[config.mk]
export PLATFORM = sky130hd
export DESIGN_NAME = alu_pipe_mc
export DESIGN_NICKNAME = d
export VERILOG_FILES = /design/src/rtl/alu_pkg.sv /design/src/rtl/alu_mul_iter.sv /design/src/rtl/alu_pipe_mc.sv
export SDC_FILE = /design/constraint.sdc
export NUM_CORES = 1
export LEC_CHECK = 0
export CORE_MARGIN = 3
export CORE_UTILIZATION = 35
export DETAILED_ROUTE_END_ITERATION = 12
export SYNTH_ARGS = -nofsm -noshare
export SYNTH_HDL_FRONTEND = slang
export SYNTH_SLANG_ARGS = --single-unit
[constraint.sdc]
create_clock -name clk -period 4.3 [get_ports clk]
set_input_delay 0.645 -clock clk [delete_from_list [all_inputs] [get_ports clk]]
set_output_delay 0.645 -clock clk [all_outputs]
set_load 0.005 [all_outputs]
[src/rtl/alu_pkg.sv]
// Shared opcode encodings, flag bit positions and FSM states for the execute-stage ALU.
package alu_pkg;

  localparam logic [5:0] OP_ADD  = 6'h00;
  localparam logic [5:0] OP_ADC  = 6'h01;
  localparam logic [5:0] OP_SUB  = 6'h02;
  localparam logic [5:0] OP_SBB  = 6'h03;
  localparam logic [5:0] OP_AND  = 6'h04;
  localparam logic [5:0] OP_OR   = 6'h05;
  localparam logic [5:0] OP_XOR  = 6'h06;
  localparam logic [5:0] OP_NOT  = 6'h07;
  localparam logic [5:0] OP_SHL  = 6'h08;
  localparam logic [5:0] OP_SHR  = 6'h09;
  localparam logic [5:0] OP_SRA  = 6'h0A;
  localparam logic [5:0] OP_ROL  = 6'h0B;
  localparam logic [5:0] OP_ROR  = 6'h0C;
  localparam logic [5:0] OP_INC  = 6'h0D;
  localparam logic [5:0] OP_DEC  = 6'h0E;
  localparam logic [5:0] OP_CMP  = 6'h0F;
  localparam logic [5:0] OP_MOVB = 6'h10;
  localparam logic [5:0] OP_IN   = 6'h11;
  localparam logic [5:0] OP_OUT  = 6'h12;
  localparam logic [5:0] OP_MUL  = 6'h18;

  // Bit positions inside flag_ex = {V,N,Z,C}
  localparam int unsigned F_C = 0;
  localparam int unsigned F_Z = 1;
  localparam int unsigned F_N = 2;
  localparam int unsigned F_V = 3;

  typedef enum logic [0:0] {
    StIdle    = 1'b0,
    StMulBusy = 1'b1
  } alu_state_e;

endpackage

[src/rtl/alu_mul_iter.sv]
// Iterative unsigned shift-add multiplier: one partial product per cycle, WIDTH cycles.
// done is asserted during the final iteration with prod carrying the finished product,
// so the consumer can register the result on that same edge.
module alu_mul_iter #(
  parameter int unsigned WIDTH = 16
) (
  input  logic               clk,
  input  logic               reset,
  input  logic               start,
  input  logic [WIDTH-1:0]   a,
  input  logic [WIDTH-1:0]   b,
  output logic               done,
  output logic [2*WIDTH-1:0] prod
);

  localparam int unsigned CW = $clog2(WIDTH);

  logic               busy_q;
  logic [CW-1:0]      cnt_q;
  logic [2*WIDTH-1:0] mcand_q;
  logic [WIDTH-1:0]   mplier_q;
  logic [2*WIDTH-1:0] acc_q;
  logic [2*WIDTH-1:0] acc_d;

  // Accumulate the current partial product
  always_comb begin
    acc_d = acc_q + (mplier_q[0] ? mcand_q : '0);
  end

  assign done = busy_q & (cnt_q == CW'(WIDTH - 1));
  assign prod = acc_d;

  // Load operands on start, then shift multiplicand left / multiplier right each cycle
  always_ff @(posedge clk) begin
    if (reset) begin
      busy_q   <= 1'b0;
      cnt_q    <= '0;
      mcand_q  <= '0;
      mplier_q <= '0;
      acc_q    <= '0;
    end else if (start) begin
      busy_q   <= 1'b1;
      cnt_q    <= '0;
      mcand_q  <= {{WIDTH{1'b0}}, a};
      mplier_q <= b;
      acc_q    <= '0;
    end else if (busy_q) begin
      acc_q    <= acc_d;
      mcand_q  <= mcand_q << 1;
      mplier_q <= mplier_q >> 1;
      cnt_q    <= cnt_q + 1'b1;
      if (done) begin
        busy_q <= 1'b0;
      end
    end
  end

endmodule

[src/rtl/alu_pipe_mc.sv]
// Execute-stage ALU with valid/ready handshakes, a registered result stage and a carry
// register for ADC/SBB. Define ALU_MUL_EN to build the iterative multiplier (MUL op);
// without it MUL decodes as an illegal op and ans_hi is tied to zero.
module alu_pipe_mc
  import alu_pkg::*;
#(
  parameter int unsigned WIDTH = 16
) (
  input  logic             clk,
  input  logic             reset,
  input  logic             in_valid,
  output logic             in_ready,
  input  logic [5:0]       op_dec,
  input  logic [WIDTH-1:0] A,
  input  logic [WIDTH-1:0] B,
  input  logic [WIDTH-1:0] data_in,
  output logic             out_valid,
  input  logic             out_ready,
  output logic [WIDTH-1:0] ans_ex,
  output logic [WIDTH-1:0] ans_hi,
  output logic [3:0]       flag_ex,
  output logic             err,
  output logic [WIDTH-1:0] data_out
);

  localparam int unsigned SHW = $clog2(WIDTH);

  logic             out_valid_q;
  logic [WIDTH-1:0] ans_q;
  logic [3:0]       flag_q;
  logic             err_q;
  logic [WIDTH-1:0] dout_q;
  logic             carry_q;

  logic             accept;
  logic             is_mul;

  // Single-cycle datapath results
  logic [WIDTH-1:0]   add_b, sub_b;
  logic               add_ci, sub_ci;
  logic [WIDTH:0]     sum, diff;
  logic               v_add, v_sub;
  logic [SHW-1:0]     sh;
  logic [WIDTH:0]     shl_ext, shr_ext, sra_ext;
  logic [2*WIDTH-1:0] rol_ext, ror_ext;
  logic [WIDTH-1:0]   rol_res, ror_res;
  logic [WIDTH-1:0]   res, nz_src;
  logic               res_c, res_v, res_bad, carry_upd;
  logic [3:0]         res_flags;

  // Decode and compute the single-cycle result and flags
  always_comb begin
    add_b  = (op_dec == OP_INC) ? {{(WIDTH-1){1'b0}}, 1'b1} : B;
    add_ci = (op_dec == OP_ADC) & carry_q;
    sum    = {1'b0, A} + {1'b0, add_b} + {{WIDTH{1'b0}}, add_ci};
    v_add  = (A[WIDTH-1] == add_b[WIDTH-1]) & (sum[WIDTH-1] != A[WIDTH-1]);

    sub_b  = (op_dec == OP_DEC) ? {{(WIDTH-1){1'b0}}, 1'b1} : B;
    sub_ci = (op_dec == OP_SBB) & carry_q;
    // Bit WIDTH of the extended difference is the borrow (A < B + cin)
    diff   = {1'b0, A} - {1'b0, sub_b} - {{WIDTH{1'b0}}, sub_ci};
    v_sub  = (A[WIDTH-1] != sub_b[WIDTH-1]) & (diff[WIDTH-1] != A[WIDTH-1]);

    // Extended shifts keep the last bit shifted out in the spare position
    sh      = B[SHW-1:0];
    shl_ext = {1'b0, A} << sh;
    shr_ext = {A, 1'b0} >> sh;
    sra_ext = $signed({A, 1'b0}) >>> sh;
    rol_ext = {A, A} << sh;
    ror_ext = {A, A} >> sh;
    rol_res = rol_ext[2*WIDTH-1:WIDTH];
    ror_res = ror_ext[WIDTH-1:0];

    res       = '0;
    res_c     = 1'b0;
    res_v     = 1'b0;
    res_bad   = 1'b0;
    carry_upd = 1'b0;
    case (op_dec)
      OP_ADD, OP_ADC, OP_INC: begin
        res = sum[WIDTH-1:0]; res_c = sum[WIDTH]; res_v = v_add; carry_upd = 1'b1;
      end
      OP_SUB, OP_SBB, OP_DEC: begin
        res = diff[WIDTH-1:0]; res_c = diff[WIDTH]; res_v = v_sub; carry_upd = 1'b1;
      end
      OP_CMP: begin
        res = A; res_c = diff[WIDTH]; res_v = v_sub; carry_upd = 1'b1;
      end
      OP_AND:  res = A & B;
      OP_OR:   res = A | B;
      OP_XOR:  res = A ^ B;
      OP_NOT:  res = ~A;
      OP_SHL: begin
        res = shl_ext[WIDTH-1:0]; res_c = shl_ext[WIDTH]; carry_upd = 1'b1;
      end
      OP_SHR: begin
        res = shr_ext[WIDTH:1]; res_c = shr_ext[0]; carry_upd = 1'b1;
      end
      OP_SRA: begin
        res = sra_ext[WIDTH:1]; res_c = sra_ext[0]; carry_upd = 1'b1;
      end
      OP_ROL: begin
        res = rol_res; res_c = (sh != '0) & rol_res[0]; carry_upd = 1'b1;
      end
      OP_ROR: begin
        res = ror_res; res_c = (sh != '0) & ror_res[WIDTH-1]; carry_upd = 1'b1;
      end
      OP_MOVB: res = B;
      OP_IN:   res = data_in;
      OP_OUT:  res = A;
      default: res_bad = 1'b1;
    endcase

    // CMP reports the flags of the subtraction while passing A through
    nz_src    = (op_dec == OP_CMP) ? diff[WIDTH-1:0] : res;
    res_flags = res_bad ? 4'b0000 : {res_v, nz_src[WIDTH-1], nz_src == '0, res_c};
  end

`ifdef ALU_MUL_EN
  alu_state_e         state_q;
  logic               mul_done;
  logic [2*WIDTH-1:0] mul_prod;
  logic [WIDTH-1:0]   hi_q;

  alu_mul_iter #(
    .WIDTH (WIDTH)
  ) u_mul (
    .clk   (clk),
    .reset (reset),
    .start (accept & is_mul),
    .a     (A),
    .b     (B),
    .done  (mul_done),
    .prod  (mul_prod)
  );

  assign is_mul   = (op_dec == OP_MUL);
  assign in_ready = (state_q == StIdle) & (!out_valid_q | out_ready);
  assign ans_hi   = hi_q;
`else
  assign is_mul   = 1'b0;
  assign in_ready = !out_valid_q | out_ready;
  assign ans_hi   = '0;
`endif

  assign accept    = in_valid & in_ready;
  assign out_valid = out_valid_q;
  assign ans_ex    = ans_q;
  assign flag_ex   = flag_q;
  assign err       = err_q;
  assign data_out  = dout_q;

  // Result stage, carry register and MUL sequencing
  always_ff @(posedge clk) begin
    if (reset) begin
      out_valid_q <= 1'b0;
      ans_q       <= '0;
      flag_q      <= '0;
      err_q       <= 1'b0;
      dout_q      <= '0;
      carry_q     <= 1'b0;
`ifdef ALU_MUL_EN
      hi_q        <= '0;
      state_q     <= StIdle;
`endif
    end else begin
      if (accept && !is_mul) begin
        out_valid_q <= 1'b1;
        ans_q       <= res;
        flag_q      <= res_flags;
        err_q       <= res_bad;
        if (carry_upd) begin
          carry_q <= res_c;
        end
        if (op_dec == OP_OUT) begin
          dout_q <= A;
        end
`ifdef ALU_MUL_EN
        hi_q <= '0;
`endif
      end
`ifdef ALU_MUL_EN
      else if (accept) begin
        // Accept implies the result stage is empty or draining this cycle
        state_q     <= StMulBusy;
        out_valid_q <= 1'b0;
      end else if ((state_q == StMulBusy) && mul_done) begin
        state_q     <= StIdle;
        out_valid_q <= 1'b1;
        ans_q       <= mul_prod[WIDTH-1:0];
        hi_q        <= mul_prod[2*WIDTH-1:WIDTH];
        flag_q      <= {1'b0, mul_prod[WIDTH-1], mul_prod == '0, 1'b0};
        err_q       <= 1'b0;
      end
`endif
      else if (out_ready) begin
        out_valid_q <= 1'b0;
      end
    end
  end

endmodule

==> results.toml, run 1 <==
[timing]
fin_tns_setup_ns = 0
fmax_mhz = 246.7
hold_ws_ns = 0.4508
setup_viol = 0
clock_skew_ns = 0.01439
slew_violations = 0
post-route-period-util_pct = 94.27
rsz0062_at_grt = "no"
worst_slew_pin_slew_ns = 0.9436
post-route-min-period_ns = 4.053
hold_violations = 0
max_slew_margin_pct = 36.57

[routing]
drtPass1Iterations = 6
wirelength_mm = 33.73
drc_errors = 0
routedWlPerCell_um = 22.53
ant_nets = 0
drt-initial-drc-count = 1206
num_vias = 9148
viasPerCell = 6.111

[synth]
synth.cell_area_um2 = 7848
synthFlopType = "dfxtp_1"
yosysWarnings = 0
syn_avg_cell_area_um2 = 7.589
async_flop_share_pct = 0
synth_edf_count = 0
synth.distinct_cells = 90
synth_seq_area_share_pct = 9.949
yosys_register_bits = 39
synth_cells = 1034

[placement]
hpwl_mm = 27.00
port_buffers = 96
routabilityCongestion = 1.062

[worst_setup_path]
cp_max_fo = 3
required_ns = 4.53
cp-start-kind = "input pin"
worstSetupEndpointType = "register"
regToRegEndpoint = "flag_ex[1]"
cp.arrival_ns = 4.29
ff2ff_path_depth = 17
worstSetupPathType = "input pin to register"
r2r-start = "carry_q"
worst-r2r-setup-slack_ns = 0.55

[die]
core-area_um2 = 21960
initial_core_util_pct = 35.74
die_w_um = 155.7
io_pins = 113
rows = 54
chipHeight_um = 155.7
die_area_um2 = 24250

[grt]
grt_max_degree = 39
antenna_found_initial = 0
grt.overflow.total = 0
grt_pass1_wl_mm = 51.12
grtUsageTotal_pct = 26.77
first_global_vias = 8591

[clocking]
holdBufCountCts = 0
clk_pin_slew_ns = 0.07
clk_path_buf_depth = 2
htreeDepth = 2
cts.sinks = 39
tritoncts = "yes"
clk_latency_ns = 0.29
cts_root_buf = "clkbuf_16"
cts_buffers = 5

[min_path]
worstHoldPathCells = 2
min-delay-start = "data_out[4]"
min_path_type = "register to register"
holdPathEnd = "data_out[4]"

[cells_and_area]
drive_above_1_share_pct = 21.77
antenna_cells = 0
nNetsFinal = 1356
final_cell_mix = "buf_4 (162), nand2_1 (107), a21oi_1 (88), clkdlybuf4s50_1 (88), nor2_1 (83)"
syn2layout_area_growth_pct = 31.23
final_common_cell = "buf_4"

[power]
ir_worst_vdd_mv = 0.1567
p_leak_nw = 4.420
fin_total_pwr_w = 0.001984
p_per_area_nw_per_um2 = 192.7

[outcome]
status = "complete, no violations"

[flow_run]
drv_cap = 0
[synth_stat cells, types with 8 or more instances]
cell / number / share of area, %
buf_4: 20 / 1.9
o211ai_1: 11 / 1.1
buf_2: 22 / 1.4
nor3_1: 24 / 1.5
dfxtp_1: 39 / 9.9
mux2i_1: 45 / 5.7
clkbuf_1: 51 / 2.4
o22ai_1: 20 / 1.6
o221ai_1: 8 / 0.89
inv_1: 74 / 3.5
nor2_1: 86 / 4.1
a211oi_1: 23 / 2.2
mux4_2: 31 / 8.9
ha_1: 78 / 12
o21ai_0: 35 / 2.2
nand2b_1: 9 / 0.72
a222oi_1: 8 / 1.0
nand2_1: 107 / 5.1
a21oi_1: 90 / 5.7
mux2_2: 12 / 1.7
a22oi_1: 8 / 0.77
a21o_1: 8 / 0.77
a31oi_1: 12 / 0.96
nand3_1: 13 / 0.83
xnor2_1: 13 / 1.5
o2111ai_1: 10 / 1.1
xor2_1: 14 / 1.6
[how the worst max path moves through the flow]
stage                         start         end  slack (ns)  depth (start not counted)
after floorplan           op_dec[5]  flag_ex[1]        0.03                         17
after global placement    op_dec[3]  flag_ex[1]       -0.40                         18
after detailed placement  op_dec[3]  flag_ex[1]       -0.48                         18
after CTS                 op_dec[2]  flag_ex[1]       -0.05                         16
after global routing      op_dec[5]  flag_ex[1]        0.08                         20
final                     op_dec[5]  flag_ex[1]        0.25                         20
[where the power goes]
group	internal (W)	total, W	switching [W]
Clock	0.000214	0.000358	0.000144
Sequential	0.000376	0.000386	0.00000931
Combinational	0.000577	0.00124	0.000663
[layout make-up]
| type | count | area, um2 |
|---|---|---|
| sequential | 39 | 780.7 |
| clock buffer | 6 | 128.9 |
| timing repair buffer | 260 | 2208 |
| multi-input combinational | 833 | 6528 |
| tap | 280 | 350.3 |
| fill | 2220 | 11660 |
| inverter | 77 | 290.3 |
| clock inverter | 2 | 12.51 |
[registers in the layout, summed over array words and instances, names as in the netlist]
register,flops
ans_ex,16
carry_q,1
data_out,16
err,1
flag_ex,4
out_valid,1
[repair_timing]
item | CTS | global route
endpoints found under the setup margin | 5 | 11
pin swaps | 2 | 16
resized for setup | 7 | 39
setup buffers | 1 | 2
[through the flow]
step | std cells | util, % | setup WS [ns] | instance area (um2)
after detailed placement | 1486 | 45.20 | -0.4823 | 9926
after global routing | 1497 | 46.90 | 0.07923 | 10300
after CTS | 1495 | 46.05 | -0.04855 | 10110
after floorplan | 1049 | - | 0.02749 | 7906
after global placement | 1486 | 45.20 | -0.3985 | 9926
final | 1497 | 46.90 | 0.2465 | 10300
[worst max-delay path, cell delays in order]
cell	delay (ns)
dlymetal6s2s_1	0.16
nor4bb_4	0.31
buf_4	0.18
nand2_1	0.05
nand2_1	0.10
fa_1	0.44
inv_2	0.09
ha_4	0.12
o21ai_1	0.05
buf_4	0.14
a32oi_4	0.27
buf_4	0.17
xnor2_1	0.12
buf_4	0.15
o221ai_1	0.11
a211o_1	0.35
a21oi_2	0.20
nand4_1	0.21
nor3_2	0.22
o221a_1	0.20
[per-layer routing]
metal / track usage [%] / up-vias / share of wire [%]
met3: 2.663 / 91 / 8.0
met4: 11.23 / 0 / 4.6
li1: - / 4196 / -
met2: 42.08 / 499 / 44
met5: 0 / - / 0
met1: 37.52 / 4362 / 43
[cells by family after synthesis]
logic type | after synthesis | synth area share (%)
and+or+nand+nor | 312 | 19.34
adders and majority gates | 82 | 13.46
AOI/OAI and AO/OA | 305 | 26.64
buffers and inverters | 177 | 10.19
muxes | 91 | 17.36
other | 1 | 0.04779
xor gates and xnor gates | 27 | 3.013
DFF | 39 | 9.949
Power figures use the tool's default switching activity.
==> run 2, diff against run 1 <==
--- a/config.mk
+++ b/config.mk
@@ -7,7 +7,9 @@
 export LEC_CHECK = 0
 export CORE_MARGIN = 3
 export CORE_UTILIZATION = 35
+export CTS_CLUSTER_SIZE = 16
 export DETAILED_ROUTE_END_ITERATION = 12
 export SYNTH_ARGS = -nofsm -noshare
 export SYNTH_HDL_FRONTEND = slang
 export SYNTH_SLANG_ARGS = --single-unit
+export TNS_END_PERCENT = 5
==> results of run 2 <==
The final DEF is identical to that of run 1; final timing and power are the same.
==> run 3, diff against run 2 <==
--- a/config.mk
+++ b/config.mk
@@ -9,6 +9,7 @@
 export CORE_UTILIZATION = 35
 export CTS_CLUSTER_SIZE = 16
 export DETAILED_ROUTE_END_ITERATION = 12
+export SETUP_SLACK_MARGIN = 0.4
 export SYNTH_ARGS = -nofsm -noshare
 export SYNTH_HDL_FRONTEND = slang
 export SYNTH_SLANG_ARGS = --single-unit
==> results.toml, run 3 (synthesized netlist as in run 1, its figures left out) <==
[worst_setup_path]
cpPeakStageDelay_ns = 0.73
cpMaxStageDelayCell = "clkdlybuf4s50_1"
cp-startpoint = "A[1]"
worstSetupPathType = "input pin to register"
cp_max_fo = 7
cp.arrival_ns = 4.05
regToRegEndpoint = "flag_ex[1]"
cp-start-kind = "input pin"
ff2ff_path_depth = 14
worstSetupEndpointType = "register"
crit_cells = 13
worst-path-buf-inv = 3
required_ns = 4.54
endpoint = "flag_ex[1]"
crit_chain = "clkdlybuf4s50_1, inv_1, fa_2, nand2b_4, a211oi_4, o41ai_4, o21ai_1, buf_4, a31oi_2, xnor2_1, a211o_1, o41ai_2, o221a_1"
worst-r2r-setup-slack_ns = 0.66
r2r-start = "carry_q"
critical_path.top_delay_family = "compound AO/OA/AOI/OAI gates"

[die]
die_area_um2 = 24250
initial_core_util_pct = 35.74
core-area_um2 = 21960
rows = 54
io_pins = 113
chipHeight_um = 155.7
die_w_um = 155.7

[routing]
highest_layer = "met4"
routedWlPerCell_um = 22.91
wl_met1_mm = 14.79
drt-initial-drc-count = 1019
viasPerCell = 6.027
wirelength_mm = 34.73
routed-wl-met3_mm = 2.730
ant_nets = 0
wl_met2_mm = 15.76
drtPass1Iterations = 5
drc_errors = 0
num_vias = 9137

[timing]
setup_ws_ns = 0.4941
fmax_mhz = 262.7
rsz0062_at_grt = "yes"
fin_tns_setup_ns = 0
post-route-min-period_ns = 3.806
hold_violations = 0
clock_skew_ns = 0.01067
slew_violations = 0
setup_viol = 0
post-route-period-util_pct = 88.51
worst_slew_pin_slew_ns = 0.5845
max_slew_margin_pct = 60.62

[clocking]
holdBufCountCts = 0
clk_latency_ns = 0.29
tritoncts = "yes"
clk_pin_slew_ns = 0.07
cts.sinks = 39
htreeDepth = 2
cts_root_buf = "clkbuf_16"
clk_path_buf_depth = 2
cts_buffers = 5

[power]
combPwrFrac_pct = 62.8
p_seq_share_pct = 18.8
power.switching_w = 0.0008541
ir_worst_vdd_mv = 0.1497
fin_total_pwr_w = 0.002048
p_leak_nw = 4.519
clkPwrFrac_pct = 18.4
p_int_w = 0.001194
p_per_area_nw_per_um2 = 192.6
swShare_pct = 41.70

[cells_and_area]
nNetsFinal = 1375
fin_util_pct = 48.42
final_common_cell = "buf_4"
syn2layout_area_growth_pct = 35.49
multi_input_comb_area_um2 = 6676
drive_above_1_share_pct = 25.40
antenna_cells = 0
n_fill_cell = 2156
seq_area_um2 = 780.7
final_area_um2 = 10630
final_cell_mix = "buf_4 (174), nand2_1 (100), a21oi_1 (88), clkdlybuf4s50_1 (88), nor2_1 (83)"

[grt]
antenna_found_initial = 0
grt_max_degree = 54
first_global_vias = 8709
grt.overflow.total = 0
grt_pass1_wl_mm = 52.30
grtUsageTotal_pct = 27.64

[placement]
port_buffers = 96
routabilityCongestion = 1.029
placed_area_um2 = 10080
place_worst_setup_slack_ns = -0.3377
hpwl_mm = 27.53

[outcome]
status = "complete, no violations"

[flow_run]
drv_cap = 0

[min_path]
min_path_type = "register to register"
## run 3: changes by cell type in the layout (fill, tap and decap cells not counted), sizes merged
cell          delta
clkbuf           +1
buf             +23
dlymetal6s2s     -6
clkinv           +1
## run 3: what timing repair did
item,CTS,global route
buffers inserted,11,7
gates resized for setup,43,55
pin swaps,17,37
endpoints found under the setup margin,16,12
endpoints found under the hold margin,0,0
cloned,1,0
## run 3: final cells by class
class,count,area share (%)
timing repair buffer,279,22.43
tap,280,3.295
clock inverter,3,0.2353
sequential,39,7.343
multi-input combinational,833,62.79
clock buffer,5,1.177
inverter,77,2.730
## run 3: how the worst min path moves through the flow
stage | slack (ns) | cells after the start | end | start
final | 0.45 | 2 | data_out[4] | data_out[4]
after global routing | 0.47 | 2 | data_out[0] | data_out[0]
after CTS | 0.46 | 2 | data_out[8] | data_out[8]
after detailed placement | 0.45 | 2 | data_out[8] | data_out[8]
after global placement | 0.44 | 2 | data_out[7] | data_out[7]
after floorplan | 0.45 | 2 | ans_ex[12] | ans_ex[12]
## run 3: metal layers
layer	vias up	global-route usage, %
li1	4222	-
met1	4376	36.89
met2	455	44.54
met3	84	5.049
met4	0	10.43
met5	-	0
## run 3: power groups by stage
stage	clock network, W	registers, W	logic, W
floorplan	0	0.000393	0.000682
finish	0.000376	0.000385	0.00129
detailed placement	0	0.000393	0.00118
global route	0.000398	0.000387	0.00138
CTS	0.000383	0.000385	0.00123
global placement	0	0.000393	0.00118
## run 3: worst reg2reg max path, delay by kind of cell, from the launching register on
family          cells  cell delay, ns
compound gates      3            0.80
xor+xnor            1            0.15
fa+ha+maj           2            0.67
buf+inv             2            0.24
flops               1            0.49
simple gates        6            1.23
## run 3: metrics by stage
step,instances,hold slack (ns)
6_report,1516,0.4511
5_1_grt,1516,0.4749
4_1_cts,1509,0.4565
3_3_place_gp,1489,0.4419
3_5_place_dp,1489,0.4482
2_1_floorplan,1049,0.4527
